$ cat src/rtl/snake_pkg.sv
// rtl/snake_pkg.sv - shared direction/state types and the heading-reversal helper for the snake tracker
package snake_pkg;

    typedef enum logic [1:0] {
        DIR_L,
        DIR_R,
        DIR_U,
        DIR_D
    } dir_t;

    typedef enum logic [1:0] {
        ST_IDLE,
        ST_RUN,
        ST_OVER
    } state_t;

    function automatic logic is_opposite(dir_t a, dir_t b);
        logic opp;
        case (a)
            DIR_L:   opp = (b == DIR_R);
            DIR_R:   opp = (b == DIR_L);
            DIR_U:   opp = (b == DIR_D);
            default: opp = (b == DIR_U);
        endcase
        return opp;
    endfunction

endpackage

$ cat src/rtl/snake_next_cell.sv
// rtl/snake_next_cell.sv - combinational neighbour-cell calculator with wrap or solid-wall edges
module snake_next_cell
    import snake_pkg::*;
#(
    parameter int ROWS = 8,
    parameter int COLS = 8,
    parameter int WRAP = 1
) (
    input  logic [$clog2(ROWS)-1:0] row,
    input  logic [$clog2(COLS)-1:0] col,
    input  dir_t                    dir,
    output logic [$clog2(ROWS)-1:0] next_row,
    output logic [$clog2(COLS)-1:0] next_col,
    output logic                    off_grid
);

    localparam int RW = $clog2(ROWS);
    localparam int CW = $clog2(COLS);
    localparam logic [RW-1:0] ROW_MAX = RW'(ROWS - 1);
    localparam logic [CW-1:0] COL_MAX = CW'(COLS - 1);

    // On a wall hit the indices stay on the current cell so downstream lookups remain in range.
    always_comb begin
        next_row = row;
        next_col = col;
        off_grid = 1'b0;
        case (dir)
            DIR_L: begin
                if (col == COL_MAX) begin
                    if (WRAP != 0) next_col = '0;
                    else           off_grid = 1'b1;
                end else begin
                    next_col = col + CW'(1);
                end
            end
            DIR_R: begin
                if (col == '0) begin
                    if (WRAP != 0) next_col = COL_MAX;
                    else           off_grid = 1'b1;
                end else begin
                    next_col = col - CW'(1);
                end
            end
            DIR_U: begin
                if (row == ROW_MAX) begin
                    if (WRAP != 0) next_row = '0;
                    else           off_grid = 1'b1;
                end else begin
                    next_row = row + RW'(1);
                end
            end
            default: begin
                if (row == '0) begin
                    if (WRAP != 0) next_row = ROW_MAX;
                    else           off_grid = 1'b1;
                end else begin
                    next_row = row - RW'(1);
                end
            end
        endcase
    end

endmodule

$ cat src/rtl/snake_head_tracker.sv
// rtl/snake_head_tracker.sv - snake head position, heading register, collision detection and game-state FSM
module snake_head_tracker
    import snake_pkg::*;
#(
    parameter int   ROWS     = 8,
    parameter int   COLS     = 8,
    parameter int   WRAP     = 1,
    parameter int   INIT_ROW = 3,
    parameter int   INIT_COL = 5,
    parameter dir_t INIT_DIR = DIR_L,
    parameter int   STEP_W   = 16
) (
    input  logic                        Clock,
    input  logic                        reset,
    input  logic                        start,
    input  logic                        tick,
    input  logic                        L,
    input  logic                        R,
    input  logic                        U,
    input  logic                        D,
    input  logic [ROWS-1:0][COLS-1:0]   green_array,
    input  logic [ROWS-1:0][COLS-1:0]   score_array,
    output logic [ROWS-1:0][COLS-1:0]   head_position,
    output logic [$clog2(ROWS)-1:0]     head_row,
    output logic [$clog2(COLS)-1:0]     head_col,
    output dir_t                        heading,
    output logic                        hit_score,
    output logic                        hit_own_body,
    output logic                        hit_wall,
    output logic                        gameover,
    output state_t                      state,
    output logic [STEP_W-1:0]           steps
);

    localparam int RW = $clog2(ROWS);
    localparam int CW = $clog2(COLS);
    localparam logic [RW-1:0] INIT_R = RW'(INIT_ROW);
    localparam logic [CW-1:0] INIT_C = CW'(INIT_COL);

    state_t          state_nxt;
    dir_t            req_dir;
    dir_t            eff_dir;
    logic            req_any;
    logic            accepted;
    logic [RW-1:0]   nxt_row;
    logic [CW-1:0]   nxt_col;
    logic            off_grid;
    logic            run_tick;
    logic            wall_hit;
    logic            body_hit;
    logic            restart;

    // Fixed priority L>R>U>D picks one request first; only then is it checked against reversal.
    always_comb begin
        req_any = L | R | U | D;
        if (L)      req_dir = DIR_L;
        else if (R) req_dir = DIR_R;
        else if (U) req_dir = DIR_U;
        else        req_dir = DIR_D;
        accepted = req_any && (state != ST_OVER) && !is_opposite(req_dir, heading);
        eff_dir  = accepted ? req_dir : heading;
    end

    snake_next_cell #(
        .ROWS (ROWS),
        .COLS (COLS),
        .WRAP (WRAP)
    ) u_next_cell (
        .row      (head_row),
        .col      (head_col),
        .dir      (eff_dir),
        .next_row (nxt_row),
        .next_col (nxt_col),
        .off_grid (off_grid)
    );

    always_comb begin
        run_tick = (state == ST_RUN) && tick;
        wall_hit = run_tick && off_grid;
        body_hit = run_tick && !off_grid && green_array[nxt_row][nxt_col];
        restart  = (state == ST_OVER) && start;
    end

    always_ff @(posedge Clock) begin
        if (!reset) state <= ST_IDLE;
        else        state <= state_nxt;
    end

    always_comb begin
        state_nxt = state;
        case (state)
            ST_IDLE: if (start) state_nxt = ST_RUN;
            ST_RUN:  if (wall_hit || body_hit) state_nxt = ST_OVER;
            ST_OVER: if (start) state_nxt = ST_IDLE;
            default: state_nxt = ST_IDLE;
        endcase
    end

    always_comb begin
        gameover = (state == ST_OVER);
    end

    always_ff @(posedge Clock) begin
        if (!reset || restart) begin
            head_row     <= INIT_R;
            head_col     <= INIT_C;
            heading      <= INIT_DIR;
            hit_score    <= 1'b0;
            hit_own_body <= 1'b0;
            hit_wall     <= 1'b0;
            steps        <= '0;
        end else begin
            hit_score <= 1'b0;
            if (accepted) heading <= req_dir;
            if (wall_hit) begin
                hit_wall <= 1'b1;
            end else if (body_hit) begin
                hit_own_body <= 1'b1;
            end else if (run_tick) begin
                head_row  <= nxt_row;
                head_col  <= nxt_col;
                hit_score <= score_array[nxt_row][nxt_col];
                if (steps != '1) steps <= steps + STEP_W'(1);
            end
        end
    end

    // Decoding the map from the indices keeps it one-hot and in step with head_row/head_col.
    always_comb begin
        head_position = '0;
        head_position[head_row][head_col] = 1'b1;
    end

endmodule
$ cat config.mk
export PLATFORM = sky130hd
export DESIGN_NAME = snake_head_tracker
export DESIGN_NICKNAME = d
export VERILOG_FILES = /design/src/rtl/snake_pkg.sv /design/src/rtl/snake_next_cell.sv /design/src/rtl/snake_head_tracker.sv
export SDC_FILE = /design/constraint.sdc
export NUM_CORES = 1
export LEC_CHECK = 0
export ABC_AREA = 1
export CAP_MARGIN = 20
export CORE_MARGIN = 2
export CORE_UTILIZATION = 39
export CTS_CLUSTER_DIAMETER = 120
export DETAILED_ROUTE_END_ITERATION = 8
export GPL_ROUTABILITY_DRIVEN = 1
export PLACE_DENSITY = 0.84
export SETUP_SLACK_MARGIN = 0.02
export SYNTH_ARGS = -nofsm -noshare
export SYNTH_HDL_FRONTEND = slang
export SYNTH_SLANG_ARGS = --single-unit
$ cat constraint.sdc
create_clock -name Clock -period 3.5 [get_ports Clock]
set_input_delay 0.7 -clock Clock [delete_from_list [all_inputs] [get_ports Clock]]
set_output_delay 0.7 -clock Clock [all_outputs]
set_load 0.02 [all_outputs]
## Word level (Yosys, flattened, before mapping)

Cells that the tools add are included.

- Output and inout bits: 94
- Word-level logic and storage cells: 87
- Register bits: 28
- Input bits: 136

- Muxes and demuxes: 27
- Magnitude comparators: 6
- Equality and inequality tests: 16
- Bitwise gates (word level): 5
- Add/sub/neg operators: 5
- Reduce and logical (&&, ||, !) cells: 21

Operator list:

| operator | count |
|---|---|
| binary-select mux 8 bit (select 3 bit) | 2 |
| demux 8 bit (select 3 bit) | 1 |
| two-way mux 8 bit | 3 |
| adder 16 x 1 -> 16 bit, second input constant | 1 |
| less-than comparator 3 x 4 -> 1 bit, second input constant | 4 |
| != test 16 bit, second input constant | 1 |
| two-way mux 2 bit | 6 |
| two-way mux 3 bit | 4 |
| one-hot mux 3 bit (2 select lines) | 2 |
| equality test 2 bit, second input constant | 5 |
| equality test 2 x 1 -> 1 bit, second input constant | 4 |
| logical NOT 2 bit | 4 |
| != test 2 bit, second input constant | 4 |
| logical AND 1 bit | 7 |
| adder 3 x 1 -> 3 bit, second input constant | 2 |
| binary-select mux 1 bit (select 3 bit) | 2 |
| equality test 3 bit, second input constant | 2 |
| greater-or-equal comparator 3 x 1 -> 1 bit, second input constant | 2 |
| logical NOT 3 bit | 2 |
| one-hot mux 2 bit (3 select lines) | 1 |
| AND reduction 3 bit | 2 |
| subtractor 3 x 1 -> 3 bit, second input constant | 2 |
| two-way mux 1 bit | 4 |
| demux 1 bit (select 3 bit) | 1 |
| other kinds (8) | 12 |

## Logic depth before layout (Yosys ltp)

Gate-level depths: netlist of the first run.

- Depth in word-level cells: 18
- Depth in mapped cells: 25
- Mapped depth without buffers: 23

## By module

Synthesis of the first run repeated with hierarchy kept, for this count alone.

- Cell total of the unflattened synthesis: 608
- Area, all modules: 3362.0 um^2

By module, submodules not included:

| module | seq. area each (um^2) | cells an instance | area an instance (um^2) | times used |
|---|---|---|---|---|
| snake_head_tracker | 580.6 | 542 | 3004.1 | 1 |
| snake_next_cell | 0.0 | 66 | 357.8 | 1 |

## Least setup slack after synthesis of the first run

OpenSTA, ideal clock, no wires.

- Kind: input-to-reg
- Start: in R
- End: reg head_row[1]
- Buffers on the path: 1
- Required time: 3.378 ns
- Arrival time: 2.798 ns
- Stages on the path: 21
- Setup slack: 0.580 ns
- Setup time: 0.122 ns
- Path through: inv_1 nor2_1 nand2_1 nand2_1 nor2_2 nand3_1 nand2_4 inv_4 nand2_1 inv_1 o21ai_1 o21ai_0 a31oi_1 inv_1 nand3_1 nand3_2 nand2_2 nor2_4 buf_6 a21oi_1 o21ai_1

- Cells in the longest elaborated chain, start to end: 17
- Elaborated cells between the ends (all ways): 26
- Classes of those cells: eq/ne: 4; mux: 10; bitwise: 4; reduce/logical: 8

RTL lines:

| item | RTL line | text |
|---|---|---|
| start, declared | snake_head_tracker.sv:18 | `input logic R,` |
| two-way mux 2 bit | snake_head_tracker.sv:57 | `else if (R) req_dir = DIR_R;` |
| two-way mux 2 bit | snake_head_tracker.sv:56 | `if (L) req_dir = DIR_L;` |
| equality test 2 bit, or another cell as far along | snake_pkg.sv:19 | `case (a)` |
| one-hot mux 1 bit (3 select lines) | snake_pkg.sv:19 |  |
| logical NOT 1 bit | snake_head_tracker.sv:60 | `accepted = req_any && (state != ST_OVER) && !is_opposite(req_dir, heading);` |
| logical AND 1 bit | snake_head_tracker.sv:60 |  |
| two-way mux 2 bit * | -- |  |
| equality test 2 x 1 -> 1 bit / logical NOT 2 bit (equally long branches) | snake_next_cell.sv:27 | `case (dir)` |
| OR reduction 2 bit (no line) | -- |  |
| one-hot mux 3 bit (2 select lines) | snake_next_cell.sv:27 |  |
| binary-select mux 8 bit (select 3 bit) | snake_head_tracker.sv:80 | `body_hit = run_tick && !off_grid && green_array[nxt_row][nxt_col];` |
| two-way mux 8 bit (not written as such) | snake_head_tracker.sv:80 |  |
| binary-select mux 1 bit (select 3 bit) | snake_head_tracker.sv:80 |  |
| two-way mux 1 bit (not written as such) | snake_head_tracker.sv:80 |  |
| logical AND 1 bit | snake_head_tracker.sv:80 |  |
| inverter 1 bit (no line) | -- |  |
| AND reduction 2 bit (no line) | -- |  |
| end signal, assigned | snake_head_tracker.sv:120 | `head_row <= nxt_row;` |
| end, declared | snake_head_tracker.sv:24 | `output logic [$clog2(ROWS)-1:0] head_row,` |

Mark *: on every way between the ends. The rest lies on a longest branch, timed or not. The select of a mux whose other input is x is not followed.
A chain may end at the register's enable or synchronous reset.

## Worst setup path after layout of the first run

- Start: in L
- End: reg steps[4]

- Cells in the longest elaborated chain, start to end: 16
- Elaborated cells between the ends (all ways): 25
- Classes of those cells: eq/ne: 4; mux: 9; bitwise: 4; reduce/logical: 8

RTL lines:

| item | RTL line | text |
|---|---|---|
| start, declared | snake_head_tracker.sv:17 | `input logic L,` |
| two-way mux 2 bit / OR 1 bit (equally long branches) | snake_head_tracker.sv:56, snake_head_tracker.sv:55 |  |
| equality test 2 bit, or another cell as far along | snake_pkg.sv:19 |  |
| one-hot mux 1 bit (3 select lines) / OR 1 bit (equally long branches) | snake_pkg.sv:19, snake_head_tracker.sv:55 |  |
| logical NOT 1 bit / logical AND 1 bit (equally long branches) | snake_head_tracker.sv:60 |  |
| logical AND 1 bit | snake_head_tracker.sv:60 |  |
| two-way mux 2 bit * | -- |  |
| equality test 2 x 1 -> 1 bit / logical NOT 2 bit (equally long branches) | snake_next_cell.sv:27 |  |
| OR reduction 2 bit (no line) | -- |  |
| one-hot mux 3 bit (2 select lines) | snake_next_cell.sv:27 |  |
| binary-select mux 8 bit (select 3 bit) | snake_head_tracker.sv:80 |  |
| two-way mux 8 bit (not written as such) | snake_head_tracker.sv:80 |  |
| binary-select mux 1 bit (select 3 bit) * | snake_head_tracker.sv:80 |  |
| two-way mux 1 bit (not written as such) * | snake_head_tracker.sv:80 |  |
| logical AND 1 bit * | snake_head_tracker.sv:80 |  |
| inverter 1 bit (no line) * | -- |  |
| AND reduction 3 bit (no line) * | -- |  |
| end signal, assigned | snake_head_tracker.sv:123 | `if (steps != '1) steps <= steps + STEP_W'(1);` |
| end, declared | snake_head_tracker.sv:32 | `output logic [STEP_W-1:0] steps` |

Marked as above.

==> results of run 1 <==
==> sequential cells by signal, indices dropped and copies added, names as in the netlist <==
name          count
head_col          3
head_row          3
heading           2
hit_own_body      1
hit_score         1
state             2
steps            16
==> metrics by stage <==
stage                     instances  cell area (sq um)
after floorplan                 654               3770
after global placement         1020               6397
after detailed placement       1020               6397
after CTS                      1024               6452
after global routing           1035               6680
final                          1035               6680
==> worst min-delay path: stages, from the launching register on <==
cell and delay, ns:
dfxtp_1 0.32, inv_1 0.05, a21oi_1 0.05
==> cell type report <==
type	instances	area, sq um
clock buffers	4	55.05
fillers	797	2648
inverters	80	307.8
multi-input cells	514	2786
flip-flops and latches	28	560.5
well taps	129	161.4
repair buffers	280	2809
==> power breakdown <==
part	internal, mW	switching, mW
registers	0.355	0.0628
logic	1.11	1.35
clock network	0.101	0.0989
total	1.57	1.51
==> cell usage in the layout, fill, tap and decap left out, types with 17 or more instances in the layout <==
cell               n
nand4_1           20
or2_2             18
clkdlybuf4s50_1  224
a21oi_1           17
buf_4             41
o211ai_1          23
dfxtp_1           28
o21ai_0           23
inv_1             73
nor2_1           109
nand3_1          105
nand2_1          108
==> what timing repair did <==
item	in CTS	in global routing
setup buffers	0	7
endpoints found under the setup margin	0	24
resized for setup	0	25
==> cells by family (layout without fill, tap and decap cells) <==
family | count (synthesis) | after routing | share of synthesized area (%)
flops | 28 | 28 | 14.87
simple gates | 408 | 408 | 51.98
buf+inv | 112 | 364 | 13.21
fa+ha+maj | 9 | 9 | 2.987
other cells | 1 | 1 | 0.09947
compound gates | 81 | 81 | 13.38
xor+xnor | 15 | 15 | 3.485
==> layer usage <==
| layer | up-vias | part of all wire, % |
|---|---|---|
| met5 | - | 0 |
| met1 | 2527 | 40 |
| met4 | 0 | 3.5 |
| li1 | 2659 | - |
| met2 | 232 | 50 |
| met3 | 44 | 6.6 |
==> path summary, 6_finish.rpt <==
kind	endpoint	slack (ns)	cells past startpoint
max reg2reg	steps[4]$_SDFFE_PP0P_	0.47	20
max	steps[4]$_SDFFE_PP0P_	0.27	22
min reg2reg	hit_own_body$_SDFFE_PP0P_	0.46	2
min	hit_own_body$_SDFFE_PP0P_	0.46	2
==> summary.md, run 1 <==
| Metric | Value |
|---|---|
| Asr flop ratio synth | 0% |
| Die ar. | 10470 sq um |
| Largest stage delay, worst path | 0.24 ns |
| Crit Path Category | in2reg |
| CTS Hold Buffers Added | 0 |
| Worst EP arrival | ~3.4 ns |
| Final Hold Slack | 0.4579 ns |
| Crit path from | L |
| Worst-path fanout max | 8 |
| Worst Setup Slack, final | 0.2685 ns |
| TritonRoute pass-1 iters | 5 |
| Final ANT Viol Nets | 0 |
| Num Clock Sinks | 28 |
| Final Power | between 3 and 4 mW |
| H-tree levels | 1 |
| Leak | 2.778 nW |
| Period utilisation layout | 92.33% |
| I/O pins | 230 |
| Met2 GRT Util | around 50% |
| Drt wl/cell | between 15 and 20 microns |
| Post-synth EDFFs | 0 |
| Share of the synthesized area in the top cell type | between 10% and 20% |
| Syn nets | 799 |
| Synthesis Warnings | 0 |
| Syn Area/Cell | around 5.8 sq um |
| Synth top area cells | dfxtp_1 (15%), nand3_1 (15%), nor2_1 (11%) |
| Total global-route track usage | between 20% and 30% |
| Fin. Hold Viols | 0 |
| CP Capture Type | flip-flop |
| Post-DP HPWL | approximately 13000 microns |
| Synth Register Bits | 28 |
| First-pass GRT wire length | between 20000 and 25000 microns |
| Overflow after GRT | 0 |
| Share of cells above drive strength 1 | between 10% and 20% |
| GP Congestion | between 0.9 and 1 |
| F_max | between 0.3 and 0.4 GHz |
| Tightest Pin Transition | roughly 0.56 ns |
| Largest delay share family, worst path | simple AND/OR/NAND/NOR gates |
| Busiest layer in global routing | met2 |
| FF-to-FF Start | heading[1]$_SDFF_PP0_ |
| Initial Util | between 40 and 50% |
| Initial antenna violation count | 0 |
| Post-synthesis cell type count | 40 |
| Clock Tree Buf Depth | 2 |
| Min-delay worst type | reg2reg |
| Diode count | 0 |
| Met1 Use GR | 32.67% |
| Worst path required time | about 3.7 ns |
| Worst skew pair latency | roughly 0.28 ns |
| Synthesized netlist cell count | about 650 |
| Slew Viols, Final | 0 |
| Outcome | finished, final reports clean |
| Synth cell count leaders | nand3_1 (111), nor2_1 (111), nand2_1 (110), inv_1 (74), dfxtp_1 (28) |
| Post-route setup TNS | 0 ns |
| Tmin final | around 3.2 ns |
| CP max-delay cell | nor2_4 |
| Setup WS pre-CTS | -0.1327 ns |
| Predominant post-synthesis flop cell | dfxtp_1 |
| CTS tree | done |
| Via count | 5462 |
| Num CTS Buffers | 3 |
| IO Port Bufs | around 230 |
| Dominant cell type by area after synthesis | dfxtp_1 |
| Largest net degree at the start of global routing | 34 |
| Slew headroom | between 60 and 70% |
| Vias in the first global route | ~5000 |
| Fin nets | 1052 |
| Number of remaining DRC errors | 0 |
| Mapped Area | between 3000 and 4000 sq um |
| Drt total wl | 16110 microns |
| Worst-path clk slew | around 0.080 ns |
| Worst Hold Launch | hit_own_body$_SDFFE_PP0P_ |
| Startpoint class of the critical path | input port |
| Layout Skew | about 0.019 ns |
| Die span in x | approximately 100 microns |
| CP cell instances | dlymetal6s2s_1, nor2_1, nand2_1, nand2_2, nor2_4, nand2_2, nand2_2, nand2_4, inv_6, nand2_4, nand3_4, clkbuf_16, o211ai_1, nand3_1, nand3_1, nand3_2, nand3_2, nand2_2, nor2_4, clkbuf_16, nand3_4, a21oi_2 |
| Worst VDD drop | 0.3110 mV |
| Root Buffer | clkbuf_8 |
| Die Y | approximately 100 microns |
| P per Cell Area | 460.8 nW/um^2 |
| DR iter-0 viols | roughly 340 |
| Max Cap Viol | 0 |
| Final Setup Violations | 0 |
| Sequential share of the synthesized area | around 15% |
| Area Growth Syn to Fin | 77.20% |
| Setup repair after global routing missed its margin | false |
| Most used cell, CP | nand2_2 |
| Drt via density | ~5.3 |
| Final core occ | between 70% and 80% |
| Met3 track demand over resource | between 4 and 5% |
| FP Rows | 35 |
| WP buf/inv | 4 |
| Core footprint | just over 9000 sq um |
(Power assumes the default switching activity.)
==> run 2, diff against run 1 <==
Settings changed: SLEW_MARGIN from default to 25, TNS_END_PERCENT from default to 1.
==> results of run 2 <==
The final DEF is identical to that of run 1; final timing and power are the same.
==> run 3, diff against run 2 <==
Settings changed: HOLD_SLACK_MARGIN from default to 0.08.
==> results of run 3 <==
The final DEF is identical to that of run 1; final timing and power are the same.
